## src/rtl/iter_divider.sv

```systemverilog
// Iterative radix-2 restoring divider (DIV/DIVU): quotient to LO, remainder to HI.
// Latency: start accepted in cycle 0, done pulses in cycle WIDTH+1, idle again in cycle WIDTH+2.
// Backpressure: stall holds the execute stage from the accepting cycle until done; start is ignored unless IDLE.
//
// Ports:
//   clk, rst          rising-edge clock, asynchronous active-high reset
//   start, cancel     divide request (sampled in IDLE) and pipeline flush (wins over start)
//   is_signed, a, b   mode (1 = two's complement), dividend, divisor; latched on accept
//   stall, done       execute-stage hold (combinational), one-cycle completion pulse
//   quot, rem         quotient / remainder, held until the next completed divide
//   div_by_zero       set with the result when the latched divisor was zero
module iter_divider #(
    parameter int WIDTH     = 32,
    parameter bit SIGNED_EN = 1'b1
) (
    input  logic             clk,
    input  logic             rst,
    input  logic             start,
    input  logic             cancel,
    input  logic             is_signed,
    input  logic [WIDTH-1:0] a,
    input  logic [WIDTH-1:0] b,
    output logic             stall,
    output logic             done,
    output logic [WIDTH-1:0] quot,
    output logic [WIDTH-1:0] rem,
    output logic             div_by_zero
);
    localparam int CW = $clog2(WIDTH);

    typedef enum logic [1:0] {
        IDLE = 2'd0,
        BUSY = 2'd1,
        DONE = 2'd2
    } state_t;

    state_t           state_q;
    logic [CW-1:0]    cnt_q;
    // Dividend magnitude; shifted left each step while quotient bits enter at the LSB.
    logic [WIDTH-1:0] dvd_q;
    logic [WIDTH-1:0] dsr_q;     // divisor magnitude
    logic [WIDTH-1:0] prem_q;    // partial remainder, always < dsr_q between steps
    logic [WIDTH-1:0] a_raw_q;   // unmodified dividend, returned as remainder on divide by zero
    logic             neg_q_q;
    logic             neg_r_q;
    logic             done_q;
    logic             dz_q;
    logic [WIDTH-1:0] quot_q;
    logic [WIDTH-1:0] rem_q;

    // Operand conditioning. |MIN| = 2^(WIDTH-1) fits in WIDTH unsigned bits,
    // so plain two's-complement negation gives the correct magnitude.
    logic             sgn_d;
    logic             a_neg_d;
    logic             b_neg_d;
    logic [WIDTH-1:0] a_mag_d;
    logic [WIDTH-1:0] b_mag_d;

    assign sgn_d   = SIGNED_EN && is_signed;
    assign a_neg_d = sgn_d && a[WIDTH-1];
    assign b_neg_d = sgn_d && b[WIDTH-1];
    assign a_mag_d = a_neg_d ? (~a + 1'b1) : a;
    assign b_mag_d = b_neg_d ? (~b + 1'b1) : b;

    // One restoring step. The shifted remainder needs WIDTH+1 bits for the
    // compare; when its top bit is set it is necessarily >= the divisor, and
    // the true difference then fits in WIDTH bits.
    logic [WIDTH:0]   shifted_d;
    logic             take_d;
    logic [WIDTH-1:0] diff_d;
    logic [WIDTH-1:0] prem_d;
    logic [WIDTH-1:0] qraw_d;
    logic [WIDTH-1:0] quot_fix_d;
    logic [WIDTH-1:0] rem_fix_d;
    logic             last_d;

    assign shifted_d  = {prem_q, dvd_q[WIDTH-1]};
    assign take_d     = (shifted_d >= {1'b0, dsr_q});
    assign diff_d     = shifted_d[WIDTH-1:0] - dsr_q;
    assign prem_d     = take_d ? diff_d : shifted_d[WIDTH-1:0];
    assign qraw_d     = {dvd_q[WIDTH-2:0], take_d};
    // MIN / -1: magnitude quotient 2^(WIDTH-1) with no negation reads back as MIN.
    assign quot_fix_d = neg_q_q ? (~qraw_d + 1'b1) : qraw_d;
    assign rem_fix_d  = neg_r_q ? (~prem_d + 1'b1) : prem_d;
    assign last_d     = (cnt_q == CW'(WIDTH - 1));

    assign stall       = ((state_q == IDLE) && start && !cancel) || (state_q == BUSY);
    assign done        = done_q;
    assign quot        = quot_q;
    assign rem         = rem_q;
    assign div_by_zero = dz_q;

    always_ff @(posedge clk or posedge rst) begin
        if (rst) begin
            state_q <= IDLE;
            cnt_q   <= '0;
            dvd_q   <= '0;
            dsr_q   <= '0;
            prem_q  <= '0;
            a_raw_q <= '0;
            neg_q_q <= 1'b0;
            neg_r_q <= 1'b0;
            done_q  <= 1'b0;
            dz_q    <= 1'b0;
            quot_q  <= '0;
            rem_q   <= '0;
        end else if (cancel) begin
            // Flush: abandon the operation, results keep their last completed value.
            state_q <= IDLE;
            done_q  <= 1'b0;
        end else begin
            case (state_q)
                IDLE: begin
                    done_q <= 1'b0;
                    if (start) begin
                        dvd_q   <= a_mag_d;
                        dsr_q   <= b_mag_d;
                        prem_q  <= '0;
                        a_raw_q <= a;
                        neg_q_q <= a_neg_d ^ b_neg_d;
                        neg_r_q <= a_neg_d;
                        cnt_q   <= '0;
                        state_q <= BUSY;
                    end
                end
                BUSY: begin
                    prem_q <= prem_d;
                    dvd_q  <= qraw_d;
                    cnt_q  <= cnt_q + CW'(1);
                    if (last_d) begin
                        if (dsr_q == '0) begin
                            // Divide by zero bypasses sign correction entirely.
                            quot_q <= '1;
                            rem_q  <= a_raw_q;
                            dz_q   <= 1'b1;
                        end else begin
                            quot_q <= quot_fix_d;
                            rem_q  <= rem_fix_d;
                            dz_q   <= 1'b0;
                        end
                        done_q  <= 1'b1;
                        state_q <= DONE;
                    end
                end
                DONE: begin
                    // start is deliberately ignored here so the same instruction is not re-issued.
                    done_q  <= 1'b0;
                    state_q <= IDLE;
                end
                default: begin
                    done_q  <= 1'b0;
                    state_q <= IDLE;
                end
            endcase
        end
    end

endmodule

```

## config.mk

```make
export PLATFORM = sky130hd
export DESIGN_NAME = iter_divider
export DESIGN_NICKNAME = d
export VERILOG_FILES = /design/src/rtl/iter_divider.sv
export SDC_FILE = /design/constraint.sdc
export NUM_CORES = 1
export LEC_CHECK = 0
export ABC_AREA = 1
export CORE_UTILIZATION = 50
export DETAILED_ROUTE_END_ITERATION = 10
export PLACE_DENSITY = 0.74
export SYNTH_ARGS = -nofsm -noshare
export SYNTH_HDL_FRONTEND = slang
export SYNTH_SLANG_ARGS = --single-unit
```

## constraint.sdc

```tcl
create_clock -name clk -period 13.3 [get_ports clk]
set_input_delay 2.66 -clock clk [delete_from_list [all_inputs] [get_ports clk]]
set_output_delay 2.66 -clock clk [all_outputs]
set_load 0.05 [all_outputs]
```

Word level (Yosys, flattened, before mapping). Cells that the tools add are included.

$add $sub $neg: 6. $lt $le $gt $ge: 1. Bitwise operators: 6. Multiplexer cells: 21. Reduce and logical (&&, ||, !) cells: 13. Equal/unequal tests: 5.

Operator list (count): two-way mux 32 bit (9); adder 32 x 1 -> 32 bit (second input constant) (4); inverter 32 bit (4); one-hot mux 32 bit (2 select lines) (2); >= comparator 33 x 32 -> 1 bit (1); zero test 32 bit (1); subtractor 32 bit (1); one-hot mux 5 bit (2 select lines) (1); AND reduction 3 bit (3); two-way mux 2 bit (3); != test 3 bit (second input constant) (2); adder 5 x 1 -> 5 bit (second input constant) (1); equality test 5 bit (second input constant) (1); two-way mux 5 bit (1); logical AND 1 bit (4); two-way mux 1 bit (4); one-hot mux 2 bit (2 select lines) (1); equality test 2 x 1 -> 1 bit (second input constant) (1); zero test 2 bit (1); != test 2 bit (second input constant) (1); AND reduction 2 bit (1); nonzero test 2 bit (1); zero test 1 bit (1); logical OR 1 bit (1); other kinds (2) (2).

Input port bits: 69. Output and inout bits: 67. Bits in registers: 203. Logic and storage cells: 64.

Depth between registers and ports, before layout. Gate-level depths: netlist of run 1.

Word-level depth: 6. Mapped depth: 31. Mapped depth without buffers: 30.

Worst setup path after synthesis of run 1. OpenSTA, ideal clock, no wires.

Path type: input to output. Start point: input cancel. End point: output stall. Buffers on the path: 1. Data required time: 10.640 ns. Stages: 6. Data arrival time: 3.859 ns. Slack: 6.781 ns. Path through: nor2_1 > inv_1 > nor3_1 > clkinv_1 > clkbuf_1 > nand2_1.

Longest elaborated chain between the ends: 3.

Ends and longest elaborated chain: from (decl) (line 19) `input logic cancel,`; zero test 1 bit (line 87) `assign stall = ((state_q == IDLE) && start && !cancel) || (state_q == BUSY);`; logical AND 1 bit (line 87); logical OR 1 bit (line 87); to (decl) (line 23) `output logic stall,`.

Every way passes these cells.

Final worst setup path of run 1. Same ends and word-level chain as after synthesis.

==> metrics.yaml, run 1 <==
synth_cell_types: 59
start_util_pct: 50.74
setup.worst_path.class: "primary input to primary output"
yosysTopAreaCell: "dfrtp_1"
num_antenna_cells: 0
reg2reg_from: "prem_q[11]"
grt_max_degree: 129
die_h_um: 172.7
multi_input_area_mm2: 0.007923
syn_area_mm2: 0.01456
postRouteAntennaNets: 0
synth_edf_count: 0
synthCells: 2185
via_per_inst: 5.450
die_x_um: 172.7
ys_top_cells_by_area: "dfrtp_1, nand2_1, inv_1"
yosysMostFrequentCell: "nand2_1"
cp_slowest_cell: "clkdlybuf4s50_1"
timing.max_slew.rel_slack_pct: 30.53
vias: 14670
grt_usage_pct: 32.20
hold_viol: 0
reg2reg_depth: 29
layout_min_cycle_time_ps: 7462
path_clk_slew_ps: 60
slew_violations: 0
post-cts-setup-buffers: 0
ys_seq_area_share_pct: 34.88
cp_slowest_stage_delay_ps: 740
htree_levels: 1
totalWireLength_um: 47670
rows: 62
fillers: 2673
wl_per_cell_um: 17.71
regArea_mm2: 0.005080
yosys_most_used_dff: "dfrtp_1"
dpl.hpwl_um: 36210
peakVddDrop_uv: 145.4
r2r_slack_ps: 8850
clkSinkCount: 203
antenna_found_initial: 0
first_pass_iters: 5
r2r_end: "quot[28]"
hp-class: "flop to flop"
dp_slack_ps: 5866
io_pins: 136
holdCritStartpoint: "dsr_q[24]"
drc_errors: 0
drtIter0Drc: 1241
crit_chain: "clkdlybuf4s50_1, nor2_1, inv_1, nor3_2, inv_2, buf_4, nand2_1, clkdlybuf4s50_1"
fmax_ghz: 0.1340
finalSetupViolations: 0
numCtsBuffers: 25
postSynthAreaPerCell_um2: 6.665
yosys_register_bits: 203
io_buffers: 135
powerDensity_mw_per_mm2: 238.6
whs_path_depth: 2
place_area_mm2: 0.01617
cts_tree: "yes"
post-route-period-util_pct: 56.10
whs_endpoint: "dsr_q[24]"
syn-num-nets: 2293
ctsHoldBuffers: 0
finalInstanceArea_mm2: 0.01707
gp_congestion: 0.9642
setup_tns_ps: 0
ys_async_sr_fraction_pct: 100.0
end_kind: "primary output"
core_area_mm2: 0.02870
synthTopCellsByCount: "nand2_1, inv_1, nor2_1, dfrtp_1, nand3_1"
overflow: 0
clockBufferDepth: 3
synth_top_area_share_pct: 34.88
yosys_warnings: 0
finalNetCount: 2397
worstPathArrival_ps: 4800
root_buffer: "clkbuf_16"
required_ps: 10640
cts_resized: 0
drive_gt1_share_pct: 6.716
critPathLaunchType: "primary input"
timing.final.ws_setup_ps: 5838
maxCapViolations: 0
crit_path_frequent_cell: "clkdlybuf4s50_1"
worst_pin_slew_ps: 1041
cellLeakagePower_nw: 8.403
critPathMaxFanout: 71
outcome: "complete, no violations"
floorplan.die_area_mm2: 0.02981
clk_latency_ps: 560
grt_pass1_vias: 13990
grt_pass1_wl_um: 76150
rsz0062_at_grt: "false"
layout-area-overhead-vs-synth_pct: 17.19
skew_ps: 19.22
## worst max path at each step
stage                      end    from  slack (ps)
finish                   stall  cancel        5840
global route             stall  cancel        5720
CTS                      stall  cancel        5850
detailed placement       stall  cancel        5870
global placement         stall  cancel        5880
floorplan           a_raw_q[0]     rst        5100
## cell usage in the layout (no fill, tap or decap), types with 11 or more instances in the layout
cell type and count:
nand2_1 637, ha_1 38, o22ai_1 17, xnor2_1 11
o21ai_0 160, nand3_1 164, dfrtp_1 203, a21oi_1 49
clkdlybuf4s50_1 135, nor2_2 16, nor2_1 218, a22oi_1 25
a31oi_1 13, clkbuf_16 25, inv_1 311, xor2_1 43
o211ai_1 14, inv_2 13, nand4_1 17, nand2_2 31
nor3_1 23, buf_4 13
## flip-flops by register name, summed over array words and instances, names as in the netlist
signal,cells
a_raw_q,32
dvd_q,32
neg_q_q,1
neg_r_q,1
quot,32
state_q,2
cnt_q,5
prem_q,32
done,1
div_by_zero,1
rem,32
dsr_q,32
## report_power, final
part,internal (mW),total (mW),switching [mW],leakage (nW)
clock,0.428,0.732,0.304,0.420
sequential,0.735,0.865,0.131,2.59
combinational,0.730,2.47,1.74,5.40
## layout make-up
class / instances / share of cell area (%)
multi-input combinational: 1582 / 46.42
clock buffer: 29 / 3.930
sequential: 203 / 29.77
clock inverter: 17 / 1.298
inverter: 329 / 7.280
timing repair buffer: 148 / 8.490
tap: 384 / 2.815
## cell families (layout without fill, tap and decap cells)
kind of cell / count (synthesis) / count (layout) / share of synthesized area (%)
compound gates: 318 / 318 / 12.83
xor+xnor: 54 / 54 / 3.248
fa+ha+maj: 39 / 39 / 3.402
buf+inv: 400 / 523 / 10.78
flops: 203 / 203 / 34.88
simple gates: 1171 / 1171 / 34.86
## per-layer routing
| metal | vias to the layer above | routed length [um] | track usage (%) |
|---|---|---|---|
| met3 | 94 | 3062 | 4.134 |
| met2 | 516 | 21150 | 50.13 |
| met5 | - | 0 | 0 |
| li1 | 7186 | - | - |
| met1 | 6876 | 21890 | 46.06 |
| met4 | 0 | 1562 | 11.28 |
## metrics by stage
step           total power [mW]  cells  utilization, %  hold WS [ps]
4_1_cts                   4.048   2692           59.46         493.1
5_1_grt                   4.407   2692           59.46         521.7
3_5_place_dp              3.301   2646           56.35         478.0
2_1_floorplan             2.689   2185               -         449.1
6_report                  4.072   2692           59.46         487.5
3_3_place_gp              3.274   2646           56.35         470.3
## critical path: cells and delay by family
kind	cells	cell delay, ps
AND/OR/NAND/NOR	3	250
buffers and inverters	5	1870
Note: power is estimated with default switching activity, not from simulation.
==> run 2: changes to the inputs <==
==> constraint.sdc (replaced) <==
create_clock -name clk -period 7.5 [get_ports clk]
set_input_delay 1.5 -clock clk [delete_from_list [all_inputs] [get_ports clk]]
set_output_delay 1.5 -clock clk [all_outputs]
set_load 0.05 [all_outputs]
==> metrics.yaml, run 2 (synthesized netlist as in run 1, its figures left out) <==
outcome: "finished, violations left"
violations: "design-rule violations"
core_area_mm2: 0.02870  # unchanged
rows: 62  # unchanged
final_cell_mix: "nand2_1, inv_1, nor2_1"
ctsHoldBuffers: 0  # unchanged
wl_per_cell_um: 17.55  # -0.89%
grt_max_degree: 84  # -35%
via_per_inst: 5.517  # +1.2%
required_ps: 6000  # -4640 ps
powerDensity_mw_per_mm2: 421.9  # +77%
totalWireLength_um: 47250  # -0.89%
cts_resized: 0  # unchanged
fin_cells: 2692  # unchanged
io_pins: 136  # unchanged
overflow: 0  # unchanged
pwr-share-clk_pct: 17.5  # -0.5 points
start_util_pct: 50.74  # unchanged
io_buffers: 135  # unchanged
dp_slack_ps: 2557  # -3309 ps
numCtsBuffers: 25  # unchanged
layout-area-overhead-vs-synth_pct: 16.93
pwr-share-comb_pct: 61.2  # +0.4 points
setup_tns_ps: 0  # unchanged
cts_tree: "yes"
fmax_ghz: 0.2133
drtIter0Drc: 1450  # +17%
hp-class: "flop to flop"
drive_gt1_share_pct: 6.716  # unchanged
num_antenna_cells: 0  # unchanged
die_h_um: 172.7  # unchanged
grt_usage_pct: 31.87  # -0.33 points
critPathLaunchType: "primary input"
dpl.hpwl_um: 36190  # about the same
p_switching_mw: 3.842  # +76%
maxCapViolations: 0  # unchanged
end_kind: "primary output"
hold_viol: 0  # unchanged
fillers: 2739  # +2.5%
path_clk_slew_ps: 60  # about the same
die_x_um: 172.7  # unchanged
critPathMaxFanout: 3  # -96%
antenna_found_initial: 1  # +1
multi_input_area_mm2: 0.007923  # unchanged
finalNetCount: 2397  # unchanged
dp_cells: 2646  # unchanged
root_buffer: "clkbuf_16"
htree_levels: 1  # unchanged
power.share.switching_pct: 53.48  # about the same
worst_pin_slew_ps: 1104  # +63.78 ps
grt_pass1_wl_um: 76010  # -0.18%
timing.max_slew.rel_slack_pct: 25.92  # -4.6 points
finalSetupViolations: 0  # unchanged
regArea_mm2: 0.005080  # unchanged
p_int_mw: 3.342  # +76%
cellLeakagePower_nw: 8.408  # about the same
post-cts-setup-buffers: 0  # unchanged
postRouteAntennaNets: 0  # unchanged
grt_pass1_vias: 14140  # +1.1%
slew_violations: 0  # unchanged
clockBufferDepth: 3  # unchanged
clk_latency_ps: 550  # about the same
timing.final.ws_setup_ps: 2813  # -3026 ps
skew_ps: 34.75  # +15.52 ps
first_pass_iters: 9  # +4
drc_errors: 1  # +1
vias: 14850  # +1.2%
layout_min_cycle_time_ps: 4687
final_common_cell: "nand2_1"
setup.worst_path.class: "primary input to primary output"
peakVddDrop_uv: 246.4  # +69%
floorplan.die_area_mm2: 0.02981  # unchanged
rsz0062_at_grt: "false"
gp_congestion: 0.9276  # -3.8%
clkSinkCount: 203  # unchanged
post-route-period-util_pct: 62.50
pwr-share-seq_pct: 21.3  # about the same
worstPathArrival_ps: 3190  # -1610 ps
## run 2: worst max-delay path, stage by stage
cell and delay [ps]:
clkdlybuf4s50_1 390, nor2_1 120, inv_1 100, nor3_2 180, inv_2 50, nand2_1 50, clkdlybuf4s50_1 790
## run 2: power by group through the flow
stage | Sequential [mW] | Clock [mW] | Combinational [mW]
floorplan | 1.48 | 0 | 3.29
global placement | 1.53 | 0 | 4.26
detailed placement | 1.54 | 0 | 4.30
CTS | 1.52 | 1.28 | 4.33
global route | 1.55 | 1.31 | 4.91
finish | 1.53 | 1.26 | 4.40
## run 2: layout make-up
type                       count  share of cell area (%)
inverter                     329                   7.297
multi-input combinational   1582                   46.53
sequential                   203                   29.83
clock inverter                18                   1.154
clock buffer                  28                   3.858
tap                          384                   2.822
timing repair buffer         148                   8.509
## run 2: metal layers
layer	global-route usage (%)	wire, um	vias up
li1	-	-	7175
met1	44.91	21350	7036
met2	50.07	20710	543
met3	4.156	3394	98
met4	11.80	1797	0
met5	0	0	-
## run 2: through the flow
stage	util [%]	cell area [um^2]	hold WS (ps)	power, mW
after floorplan	-	14560	449.1	4.768
after detailed placement	56.35	16170	465.8	5.834
final	59.32	17030	484.3	7.184
after global routing	59.32	17030	513.2	7.763
after CTS	59.32	17030	481.7	7.128
after global placement	56.35	16170	469.2	5.785
## run 2: final timing paths
check                      slack (ps)  depth (start not counted)   startpoint           to
max                              2810                          7       cancel        stall
min                               480                          2  div_by_zero  div_by_zero
max reg2reg                      3090                         29   prem_q[17]     quot[28]
min reg2reg                       480                          2  div_by_zero  div_by_zero
max in group asynchronous        4810                          3          rst     dvd_q[0]
min in group asynchronous        1430                          2          rst      rem[25]
